==> src/rtl/gpu_dispatch.sv <==
// gpu_dispatch: device-side kernel launch responder.
// Splits a launch of thread_count threads into blocks of THREADS_PER_BLOCK,
// hands blocks one per cycle to the lowest-index free core, pulses the core's
// reset after each completion and raises done once every block has finished.
// Optional feature macro: GPU_DISPATCH_PERF_EN (kernel_cycles run-length counter).
module gpu_dispatch #(
  parameter int NUM_CORES         = 2,
  parameter int THREADS_PER_BLOCK = 4,
  parameter int TW                = $clog2(THREADS_PER_BLOCK) + 1
) (
  input  logic                    clk,
  input  logic                    reset,
  input  logic                    start,
  input  logic [7:0]              thread_count,
  input  logic [NUM_CORES-1:0]    core_done,
  output logic [NUM_CORES-1:0]    core_start,
  output logic [NUM_CORES-1:0]    core_reset,
  output logic [NUM_CORES*8-1:0]  core_block_id,
  output logic [NUM_CORES*TW-1:0] core_thread_count,
  output logic                    done,
  output logic [15:0]             kernel_cycles
);

  localparam int SHIFT = $clog2(THREADS_PER_BLOCK);

  typedef enum logic [1:0] {IDLE, RUN, DONE} state_t;

  state_t               state;
  logic [7:0]           t_lat;
  logic [8:0]           total_blocks;
  logic [8:0]           dispatched;
  logic [8:0]           completed;
  logic [NUM_CORES-1:0] in_pulse;

  logic [NUM_CORES-1:0] counted;
  logic [NUM_CORES-1:0] grant;
  logic [8:0]           n_counted;
  logic                 found;
  logic [15:0]          remaining;
  logic [TW-1:0]        new_tc;
  logic [8:0]           blocks_needed;

  // Completion qualification, lowest-free-core selection and next block size
  always_comb begin
    counted   = core_done & core_start & {NUM_CORES{state == RUN}};
    n_counted = '0;
    for (int unsigned i = 0; i < NUM_CORES; i++) begin
      n_counted = n_counted + 9'(counted[i]);
    end
    grant = '0;
    found = 1'b0;
    if (state == RUN && dispatched < total_blocks) begin
      for (int unsigned i = 0; i < NUM_CORES; i++) begin
        if (!found && !core_start[i] && !in_pulse[i]) begin
          grant[i] = 1'b1;
          found    = 1'b1;
        end
      end
    end
    remaining = 16'(t_lat) - (16'(dispatched) << SHIFT);
    if (remaining > 16'(THREADS_PER_BLOCK)) begin
      new_tc = TW'(THREADS_PER_BLOCK);
    end else begin
      new_tc = remaining[TW-1:0];
    end
    blocks_needed = (9'(thread_count) + 9'(THREADS_PER_BLOCK - 1)) >> SHIFT;
  end

  // Launch FSM with per-core run/reset bookkeeping; all outputs registered
  always_ff @(posedge clk or posedge reset) begin
    if (reset) begin
      state             <= IDLE;
      t_lat             <= '0;
      total_blocks      <= '0;
      dispatched        <= '0;
      completed         <= '0;
      in_pulse          <= '0;
      done              <= 1'b0;
      core_start        <= '0;
      core_reset        <= '1;
      core_block_id     <= '0;
      core_thread_count <= '0;
    end else begin
      case (state)
        IDLE, DONE: begin
          if (start) begin
            t_lat        <= thread_count;
            total_blocks <= blocks_needed;
            dispatched   <= '0;
            completed    <= '0;
            done         <= 1'b0;
            state        <= RUN;
          end
        end
        RUN: begin
          // retire, complete and grant are mutually exclusive per core
          for (int unsigned i = 0; i < NUM_CORES; i++) begin
            if (in_pulse[i]) begin
              in_pulse[i]   <= 1'b0;
              core_reset[i] <= 1'b0;
            end
            if (counted[i]) begin
              core_start[i] <= 1'b0;
              core_reset[i] <= 1'b1;
              in_pulse[i]   <= 1'b1;
            end
            if (grant[i]) begin
              core_start[i]                 <= 1'b1;
              core_reset[i]                 <= 1'b0;
              core_block_id[8*i +: 8]       <= dispatched[7:0];
              core_thread_count[TW*i +: TW] <= new_tc;
            end
          end
          if (|grant) begin
            dispatched <= dispatched + 9'd1;
          end
          completed <= completed + n_counted;
          if (completed == total_blocks) begin
            state <= DONE;
            done  <= 1'b1;
          end
        end
        default: state <= IDLE;
      endcase
    end
  end

`ifdef GPU_DISPATCH_PERF_EN
  // Run-length counter: cleared on launch, counts RUN cycles, saturates, holds in DONE
  always_ff @(posedge clk or posedge reset) begin
    if (reset) begin
      kernel_cycles <= '0;
    end else if (state != RUN && start) begin
      kernel_cycles <= '0;
    end else if (state == RUN && kernel_cycles != 16'hFFFF) begin
      kernel_cycles <= kernel_cycles + 16'd1;
    end
  end
`else
  assign kernel_cycles = '0;
`endif

endmodule

==> config.mk <==
export PLATFORM = sky130hd
export DESIGN_NAME = gpu_dispatch
export DESIGN_NICKNAME = d
export VERILOG_FILES = /design/src/rtl/gpu_dispatch.sv
export SDC_FILE = /design/constraint.sdc
export NUM_CORES = 1
export LEC_CHECK = 0
export ABC_CLOCK_PERIOD_IN_PS = 3300
export CAP_MARGIN = 25
export CORE_ASPECT_RATIO = 0.9
export CORE_MARGIN = 8
export CORE_UTILIZATION = 50
export DETAILED_ROUTE_END_ITERATION = 7
export GPL_TIMING_DRIVEN = 1
export PLACE_DENSITY = 0.76
export SLEW_MARGIN = 20
export SYNTH_ARGS = -nofsm -noshare
export SYNTH_HDL_FRONTEND = slang
export SYNTH_SLANG_ARGS = --single-unit
==> constraint.sdc <==
create_clock -name clk -period 3.3 [get_ports clk]
set_clock_uncertainty 0.15 [all_clocks]
set_input_delay 0.66 -clock clk [delete_from_list [all_inputs] [get_ports clk]]
set_output_delay 0.66 -clock clk [all_outputs]
set_load 0.005 [all_outputs]
==> impl_metrics.py <==
metrics = {
    "cells_and_area": {
        "fin_cells": 468,
        "antenna_cells": 0,
        "fillCellCount": 565,
        "utilization_pct": 61.8,
        "nNetsFinal": 402,
        "drive_gt1_share_pct": 12.7,
        "area_growth_pct": 20.7,
    },
    "die": {
        "num_rows": 28,
        "dieArea_um2": 9590,
        "die_h_um": 93.7,
        "start_util_pct": 51.2,
        "die_w_um": 102,
        "coreArea_um2": 6550,
        "ios": 56,
    },
    "timing": {
        "setup_violations": 0,
        "maxSlewViolCount": 0,
        "rsz0062_at_grt": "false",
        "tns_ns": 0,
        "period_needed_ns": 2.61,
        "min_period_over_period_pct": 79.1,
        "hold_viol_final": 0,
        "fmax_mhz": 383,
        "relSlewSlack_pct": 50.1,
        "worst_pin_slew_ns": 0.746,
        "whs_ns": 0.337,
    },
    "clocking": {
        "cts_resized": 0,
        "cts_root_buffer": "clkbuf_8",
        "cts_setup_buffers": 0,
        "clk_path_buf_depth": 2,
        "clk_pin_slew_ns": 0.07,
        "insertion_delay_ns": 0.34,
        "cts_tree": "done",
        "cts_buffers": 9,
        "cts.sink_count": 64,
        "cts_hold_buf": 0,
        "h-tree-depth": 3,
    },
    "placement": {
        "dpl.hpwl_um": 5330,
        "gp_congestion": 0.792,
        "port_buffers": 39,
        "dp_cells": 451,
    },
    "route": {
        "first_pass_iters": 4,
        "ant_nets": 0,
        "dr_total_vias": 2450,
        "drcViolationCount": 0,
        "viasPerCell": 5.24,
        "routed_wirelength_um": 7220,
        "wl_per_cell_um": 15.4,
        "drtIter0Drc": 99,
    },
    "outcome": {
        "status": "finished clean",
    },
    "synthesis": {
        "ys_top_cells_by_area": "dfrtp_1 (46%), nand2_1 (6.0%), ha_1 (5.2%)",
        "async_flop_share_pct": 100,
        "syn-instance-count": 329,
        "synth_top_area_share_pct": 46.2,
        "ys_seq_elements": 64,
        "synthFlopType": "dfrtp_1",
        "synthDistinctLibCells": 49,
        "ys_seq_area_share_pct": 47.8,
        "netlist_area_um2": 3360,
        "synth_common_cells": "dfrtp_1 (62), nand2_1 (54), inv_1 (18)",
        "synth_edf_count": 0,
        "syn_area_per_cell_um2": 10.2,
        "ys_warn_count": 0,
        "synth.largest_area_cell": "dfrtp_1",
        "post-synth-top-count-cell": "dfrtp_1",
    },
    "power_and_ir_drop": {
        "power_mw": 3.61,
        "p_per_area_nw_per_um2": 890,
        "vdd_drop_max_v": 0.000523,
        "power_leakage_nw": 1.92,
    },
    "setup_path": {
        "cp_max_fo": 15,
        "cp_slowest_cell": "a211oi_4",
        "start_kind": "register",
        "worstPathCellList": "ha_1 -> a21oi_1 -> o2111ai_4 -> a211oi_4 -> mux2_2",
        "worstPathArrival_ns": 2.68,
        "slowest_delay_ns": 0.69,
        "cp-end-kind": "register",
        "crit_required_ns": 3.37,
        "critPathKind": "reg2reg",
    },
    "global_routing": {
        "first_global_vias": 2510,
        "track_usage_pct": 16.4,
        "grt_max_degree": 34,
        "grt.overflow.total": 0,
        "antenna_found_initial": 0,
        "grt_pass1_wl_um": 12200,
    },
    "hold_path": {
        "hold_path_class": "reg2reg",
    },
    "job": {
        "max-cap-violations": 0,
    },
}
final cells by class:
cell class	instances	area, um2	area share, %
clock buffer	14	183	4.51
clock inverter	2	60.1	1.48
inverter	18	67.6	1.67
multi-input combinational	235	1570	38.8
sequential	64	1600	39.6
tap	90	113	2.78
timing repair buffer	45	452	11.2
final timing paths:
| path | start | end | slack, ns | cells after the start |
|---|---|---|---|---|
| setup reg to reg | dispatched[6] | core_block_id[8] | 0.69 | 5 |
| max in group asynchronous | reset | dispatched[8] | 1.81 | 3 |
| setup / recovery | dispatched[6] | core_block_id[8] | 0.69 | 5 |
| min in group asynchronous | reset | core_start[1] | 0.59 | 2 |
| hold / removal | t_lat[6] | t_lat[6] | 0.34 | 2 |
| hold reg to reg | t_lat[6] | t_lat[6] | 0.34 | 2 |
placed cells by master, fill, tap and decap left out, types with 3 or more instances in the layout:
cell type and instances:
mux2i_1 5, buf_4 4, a21o_1 7, nand4_1 5
clkbuf_8 13, ha_1 14, nand2b_1 5, dfrtp_1 62
xor2_1 6, mux2_2 15, nand2_1 54, conb_1 16
clkdlybuf4s50_1 39, o31ai_1 4, o21ai_0 17, xnor2_1 9
inv_1 17, a31o_2 4, nor2_1 16, nor2b_1 8
nand3_1 9, a21oi_1 5, and3_1 3, nor3_1 3
registers in the layout (all words and copies together), names as in the netlist:
| name | count |
|---|---|
| completed | 9 |
| core_block_id | 16 |
| core_reset | 2 |
| core_start | 2 |
| core_thread_count | 6 |
| dispatched | 9 |
| done | 1 |
| in_pulse | 2 |
| state | 2 |
| t_lat | 8 |
| total_blocks | 7 |
metal layers:
layer / GRT usage [%] / share of wire, %
met5: 0 / 0
met3: 5.93 / 7.0
met1: 20.1 / 44
met4: 5.62 / 1.4
met2: 26.0 / 47
critical path: cells and delay by family (launching register included):
family          cells  cell delay [ns]
flops               1             0.47
mux                 1             0.41
fa+ha+maj           1             0.33
compound gates      3             1.14
stage by stage:
stage,worst slack (ns),area (um2)
after global routing,0.538,4050
after detailed placement,0.641,3790
final,0.691,4050
after global placement,0.695,3790
after floorplan,0.876,3410
after CTS,0.678,4040
kinds of logic after synthesis:
group                      Yosys count  synth area share, %
muxes                               20                 6.52
other                                1                0.112
xor gates and xnor gates            15                 3.92
adders and majority gates           16                 6.41
buffers and inverters               45                 7.08
DFF                                 64                 47.8
and+or+nand+nor                    110                 15.0
AOI/OAI and AO/OA                   58                 13.2
report_power, final:
group | total, mW | internal [mW] | switching, mW | leakage [nW]
logic | 1.55 | 0.744 | 0.802 | 0.972
clock network | 0.801 | 0.509 | 0.292 | 0.123
registers | 1.26 | 1.02 | 0.234 | 0.828
(Power assumes the default switching activity.)
